**src/rtl/triangle_cmd_fifo.sv**
```systemverilog
// Packs a byte stream into CMD_BYTES-wide commands (first byte = MSB) and
// buffers up to DEPTH of them behind a first-word-fall-through valid/ready port.
module triangle_cmd_fifo #(
  parameter int CMD_BYTES = 60,
  parameter int DEPTH     = 4,
  parameter int ADDR_W    = 2
) (
  input  logic                   clk,
  input  logic                   rst,
  input  logic [7:0]             triangle_wrdata,
  input  logic                   triangle_push,
  output logic                   triangle_full,
  output logic [8*CMD_BYTES-1:0] cmd_data,
  output logic                   cmd_valid,
  input  logic                   cmd_ready,
  output logic                   cmd_is_efb,
  output logic                   cmd_is_ef,
  output logic [ADDR_W:0]        level,
  output logic                   overflow
);

  localparam int CMD_W   = 8 * CMD_BYTES;
  localparam int CNT_W   = $clog2(CMD_BYTES);
  localparam int EFB_BIT = 247;
  localparam int EF_BIT  = 246;

  logic [CNT_W-1:0]  byte_cnt_reg;
  logic [CMD_W-9:0]  asm_reg;
  logic [ADDR_W-1:0] wr_ptr_reg;
  logic [ADDR_W-1:0] rd_ptr_reg;
  logic [ADDR_W:0]   level_reg;
  logic              overflow_reg;
  logic [CMD_W-1:0]  mem_reg [DEPTH];

  logic             last_byte;
  logic             commit;
  logic             pop;
  logic             full;
  logic             wr_en;
  logic [CMD_W-1:0] wr_word;

  assign last_byte = (byte_cnt_reg == CNT_W'(CMD_BYTES - 1));
  assign commit    = triangle_push && last_byte;
  assign full      = (level_reg == (ADDR_W+1)'(DEPTH));
  assign cmd_valid = (level_reg != '0);
  assign pop       = cmd_valid && cmd_ready;
  // A commit into a full FIFO still lands if the head leaves on the same edge.
  assign wr_en     = commit && (!full || pop);
  assign wr_word   = {asm_reg, triangle_wrdata};

  always_ff @(posedge clk or posedge rst) begin
    if (rst) begin
      byte_cnt_reg <= '0;
      asm_reg      <= '0;
      wr_ptr_reg   <= '0;
      rd_ptr_reg   <= '0;
      level_reg    <= '0;
      overflow_reg <= 1'b0;
    end else begin
      if (triangle_push) begin
        asm_reg      <= wr_word[CMD_W-9:0];
        byte_cnt_reg <= last_byte ? '0 : byte_cnt_reg + 1'b1;
      end
      if (wr_en) wr_ptr_reg <= wr_ptr_reg + 1'b1;
      if (pop)   rd_ptr_reg <= rd_ptr_reg + 1'b1;
      if (wr_en && !pop)      level_reg <= level_reg + 1'b1;
      else if (!wr_en && pop) level_reg <= level_reg - 1'b1;
      if (commit && !wr_en) overflow_reg <= 1'b1;
    end
  end

  // Storage carries no reset; only the pointers decide what is valid.
  always_ff @(posedge clk) begin
    if (wr_en) mem_reg[wr_ptr_reg] <= wr_word;
  end

  assign cmd_data      = mem_reg[rd_ptr_reg];
  assign cmd_is_efb    = cmd_valid && cmd_data[EFB_BIT];
  assign cmd_is_ef     = cmd_valid && cmd_data[EF_BIT];
  assign triangle_full = full;
  assign level         = level_reg;
  assign overflow      = overflow_reg;

endmodule

```
**config.mk**
```make
export PLATFORM = sky130hd
export DESIGN_NAME = triangle_cmd_fifo
export DESIGN_NICKNAME = d
export VERILOG_FILES = /design/src/rtl/triangle_cmd_fifo.sv
export SDC_FILE = /design/constraint.sdc
export NUM_CORES = 2
export LEC_CHECK = 0
export ABC_AREA = 1
export BUFFER_PORTS_ARGS = -buffer_cell sky130_fd_sc_hd__buf_2
export CAP_MARGIN = 20
export CORE_ASPECT_RATIO = 0.75
export CORE_MARGIN = 10
export CORE_UTILIZATION = 60
export DETAILED_ROUTE_END_ITERATION = 12
export GPL_TIMING_DRIVEN = 0
export PLACE_DENSITY = 0.88
export SYNTH_ARGS = -nofsm -noshare
export SYNTH_HDL_FRONTEND = slang
export SYNTH_SLANG_ARGS = --single-unit
```
**constraint.sdc**
```tcl
create_clock -name clk -period 25.2 [get_ports clk]
set_clock_uncertainty 0.2 [all_clocks]
set_input_delay 1.26 -clock clk [delete_from_list [all_inputs] [get_ports clk]]
set_output_delay 1.26 -clock clk [all_outputs]
set_load 0.05 [all_outputs]
```
---- After elaboration in Yosys (flattened, before gate mapping) ----
Memory sizes are Yosys's and may differ from the RTL's.
Index checks and enable logic that the tools add are counted.
operators by class
  add/sub/neg operators ................... 5
  equal/unequal tests ..................... 2
  muxes and demuxes ....................... 5
  reductions and logical operators ........ 14
operators by type and width
  kind                                              count
  logical AND 1 bit                                 8
  adder 6 x 1 -> 6 bit, second input constant       1
  == test 6 bit, second input constant              1
  2-to-1 mux 3 bit                                  2
  2-to-1 mux 6 bit                                  1
  adder 2 x 1 -> 2 bit, second input constant       2
  adder 3 x 1 -> 3 bit, second input constant       1
  == test 3 bit, second input constant              1
  logical NOT 1 bit                                 3
  nonzero test 3 bit                                1
  subtractor 3 x 1 -> 3 bit, second input constant  1
  2-to-1 mux 1 bit                                  2
  nonzero test 2 bit                                1
  logical OR 1 bit                                  1
word-level totals
  bits in registers ....................... 486
  RAM bits ................................ 1,920
  bits of input ports ..................... 12
  output and inout bits ................... 488
  memories ................................ 1
memory list
  memory   words  width  read ports  clocked after memory_dff  wr ports  RTL line  text
  mem_reg  4      480    1           0                         1         33        logic [CMD_W-1:0] mem_reg [DEPTH];

---- Depth between registers and ports, before layout ----
  depth in word-level cells ............... 8
  gate-level depth with buffers ........... 12
  gate-level depth less buffers ........... 12

---- Least setup slack after synthesis ----
OpenSTA, ideal clock, no wires.
  path kind ............................... input-to-reg
  from .................................... in triangle_push
  to ...................................... mem mem_reg[0][0] in the netlist's numbering, enable pin
  library setup time ...................... 1,337 ps
  arrival ................................. 21,657 ps
  required time ........................... 23,663 ps
  path slack .............................. 2,006 ps
  stages on the path ...................... 5
  buffers on the path ..................... 1
  cells stage by stage .................... buf_2 nand2_1 inv_1 nand3_1 nor2_1
on the way
  cells in the longest elaborated chain, start to end .. 4
RTL lines
  what                                    RTL line  text
  start, declared                         11        input logic triangle_push,
  logical AND 1 bit                       43        assign commit = triangle_push && last_byte;
  logical AND 1 bit                       48        assign wr_en = commit && (!full || pop);
  2-to-1 mux 1 bit                        74        if (wr_en) mem_reg[wr_ptr_reg] <= wr_word;
  2-to-1 mux 1 bit (not written as such)  74
  end, declared                           33
Every way passes these cells.

---- Worst setup path after layout ----
  from .................................... reg rd_ptr_reg[1]
  to ...................................... out cmd_data[468]
on the way
  cells in the longest elaborated chain, start to end .. 1
RTL lines
  what                       RTL line  text
  start, declared            30        logic [ADDR_W-1:0] rd_ptr_reg;
  start signal, assigned     65        if (pop) rd_ptr_reg <= rd_ptr_reg + 1'b1;
  memory read (4 x 480 bit)  --
  end, declared              13        output logic [8*CMD_BYTES-1:0] cmd_data,
Every way passes these cells.

==> flow_metrics.tcl <==
set metrics [dict create \
    port_buffers 498 \
    min_path_type "in -> async" \
    initial_core_util_pct 60.3 \
    synth_warnings 0 \
    synth.top_cells.by_count "1,920 x edfxtp_1, 1,413 x nand2_1, 969 x nor2_1, 937 x o21ai_0, 486 x dfrtp_1" \
    crit_buf_inv 4 \
    worstSetupPathType "reg -> out" \
    clock_latency_ps 870 \
    synth_top_flop_cell "edfxtp_1" \
    report.final.hold_viol_count 0 \
    routedWlPerCell_um 26.3 \
    rows 122 \
    yosys.area.top_type "edfxtp_1" \
    cts_sinks 2406 \
    finalWeightedCongestion 0.848 \
    peakVddDrop_mv 0.152 \
    finalCriticalPeriod_ps 5310 \
    synth_top_area_share_pct 64.8 \
    n_fill_cell 8792 \
    cpMostUsedCell "clkbuf_1" \
    synth_seq_cells 2406 \
    drt_iter0_drc 9724 \
    drtAntennaViolNets 0 \
    p_leak_nw 39.0 \
    post-synth-top-count-cell "edfxtp_1" \
    regArea_um2 69800 \
    synthArstFlopShare_pct 20.2 \
    layout.nets 7540 \
    fmax_ghz 0.188 \
    area_growth_syn_to_layout_pct 15.5 \
    crit_chain "inv_2, clkbuf_1, clkbuf_1, o21ai_0, o22ai_1, buf_2" \
    gr-usage-all-layers_pct 30.1 \
    grt_overflow 0 \
    cp.required_ps 23740 \
    antenna_found_initial 17 \
    slew_violations 0 \
    multiInputGateArea_um2 17100 \
    critPathMaxStageDelay_ps 860 \
    crit_path_start_kind "register" \
    end_kind "output port" \
    num_vias 61500 \
    grt_max_degree 121 \
    via_per_inst 6.34 \
    period_share_pct 21.1 \
    critical_path.slowest_cell "clkbuf_1" \
    netlist_area_um2 88900 \
    cts_resized 0 \
    drt_first_pass_iters 7 \
    finalSetupViolCount 0 \
    grt_pass1_vias 60400 \
    cts_tree "built" \
    numCtsBuffers 207 \
    dp_hpwl_um 162000 \
    finalSetupTns_ps 0 \
    cp-startpoint "rd_ptr_reg[1]" \
    cp_top_family "buffers and inverters" \
    power_density_nw_per_um2 129 \
    cts_setup_buffers 0 \
    core_area_um2 147000 \
    yosys-top-cells-area "edfxtp_1 65%, dfrtp_1 14%, nand2_1 6.0%" \
    rsz0062_at_grt "no" \
    clk_path_buf_depth 3 \
    hold_slack_ps 271 \
    num_io_pins 500 \
    grt_pass1_wl_um 378000 \
    drv_cap 0 \
    synth_edf_count 1920 \
    chipHeight_um 353 \
    syn_nets 6748 \
    dieArea_um2 164000 \
    synth_cells 6729 \
    routed_wl_um 255000 \
    clk_pin_slew_ps 70 \
    seq_area_frac_synth_pct 78.5 \
    syn-mean-instance-area_um2 13.2 \
    holdBufCountCts 0 \
    tightest_slew_ps 1160 \
    htree_levels 4 \
    netlist-cell-type-count 31 \
    relSlewSlack_pct 22.5 \
    worstReg2RegStart "byte_cnt_reg[1]" \
    status "finished, final reports clean" \
    drive_gt1_share_pct 13.4 \
    worstPathMaxFanout 10 \
    drcViolationCount 0 \
    cp.arrival_ps 3850 \
    clockRootBuffer "clkbuf_16" \
    largest_reg_flops 1920 \
    fp.dieW_um 465 \
]
area by class of cell:
type                       count  area share, %
sequential                  2406           68.0
multi-input combinational   3868           16.6
clock buffer                 306           5.76
timing repair buffer         583           4.21
tap                         1984           2.42
buffer                       424           1.88
clock inverter                89           1.00
inverter                      31          0.123
antenna                        7         0.0170
through the flow:
step | worst slack, ps | utilization, % | total power [mW] | instances | area (µm²)
detailed placement | 19910 | 65.0 | 9.89 | 9296 | 95800
global route | 19760 | 69.7 | 13.6 | 9695 | 103000
CTS | 19850 | 69.7 | 13.1 | 9691 | 103000
global placement | -13750 | 63.7 | 9.79 | 9211 | 93900
finish | 19890 | 69.7 | 13.2 | 9698 | 103000
floorplan | 2010 | - | 8.10 | 6729 | 88900
per-layer routing:
metal | up-vias | wire (µm) | GRT usage [%]
met5 | - | 37 | 0
met2 | 5016 | 117000 | 46.3
met3 | 924 | 31300 | 6.93
met4 | 6 | 18700 | 18.5
li1 | 25600 | - | -
met1 | 29900 | 88000 | 39.4
worst min-delay path, delay by kind of cell:
family | cells | cell delay (ps)
buffers and inverters | 3 | 500
report_power, final:
group / switching, mW / internal (mW)
clock: 1.46 / 1.80
sequential: 0.168 / 4.45
combinational: 4.33 / 1.00
layout by cell type, fill, tap and decap left out, drive strengths merged:
cell	synthesis	layout
mux2	1	1
inv	30	43
o21bai	1	1
a21oi	1	1
a31oi	1	1
xnor2	1	1
or2	1	1
clkbuf	276	582
edfxtp	1920	1920
buf	148	731
bufinv	0	15
xor2	2	2
ha	6	6
clkinv	1	62
dfrtp	486	486
fa	1	1
nor2	969	969
diode	0	7
o21ai	976	976
and3	2	2
nand4	4	4
nand3b	1	1
o22ai	478	478
and2	2	2
nand2	1413	1413
nand3	8	8
cells by family after synthesis:
kind of cell | share of synthesized area, %
adder cells (fa/ha/maj) | 0.107
AO/OA/AOI/OAI | 8.88
XOR/XNOR | 0.0295
flip-flops | 78.5
multiplexers | 0.0127
buffers and inverters | 2.31
AND/OR/NAND/NOR | 10.2
path summary, 6_finish.rpt:
| path | slack (ps) | cells after the start | to |
|---|---|---|---|
| worst max-delay path | 19890 | 6 | cmd_data[468] |
| worst min-delay path | 270 | 3 | asm_reg[297] |
| worst max register to register | 20660 | 12 | mem_reg[3][377] |
| worst min register to register | 290 | 1 | overflow |
| max in group asynchronous | 23360 | 4 | asm_reg[147] |
| min in group clk | 290 | 1 | overflow |
Note: power is estimated with default switching activity, not from simulation.
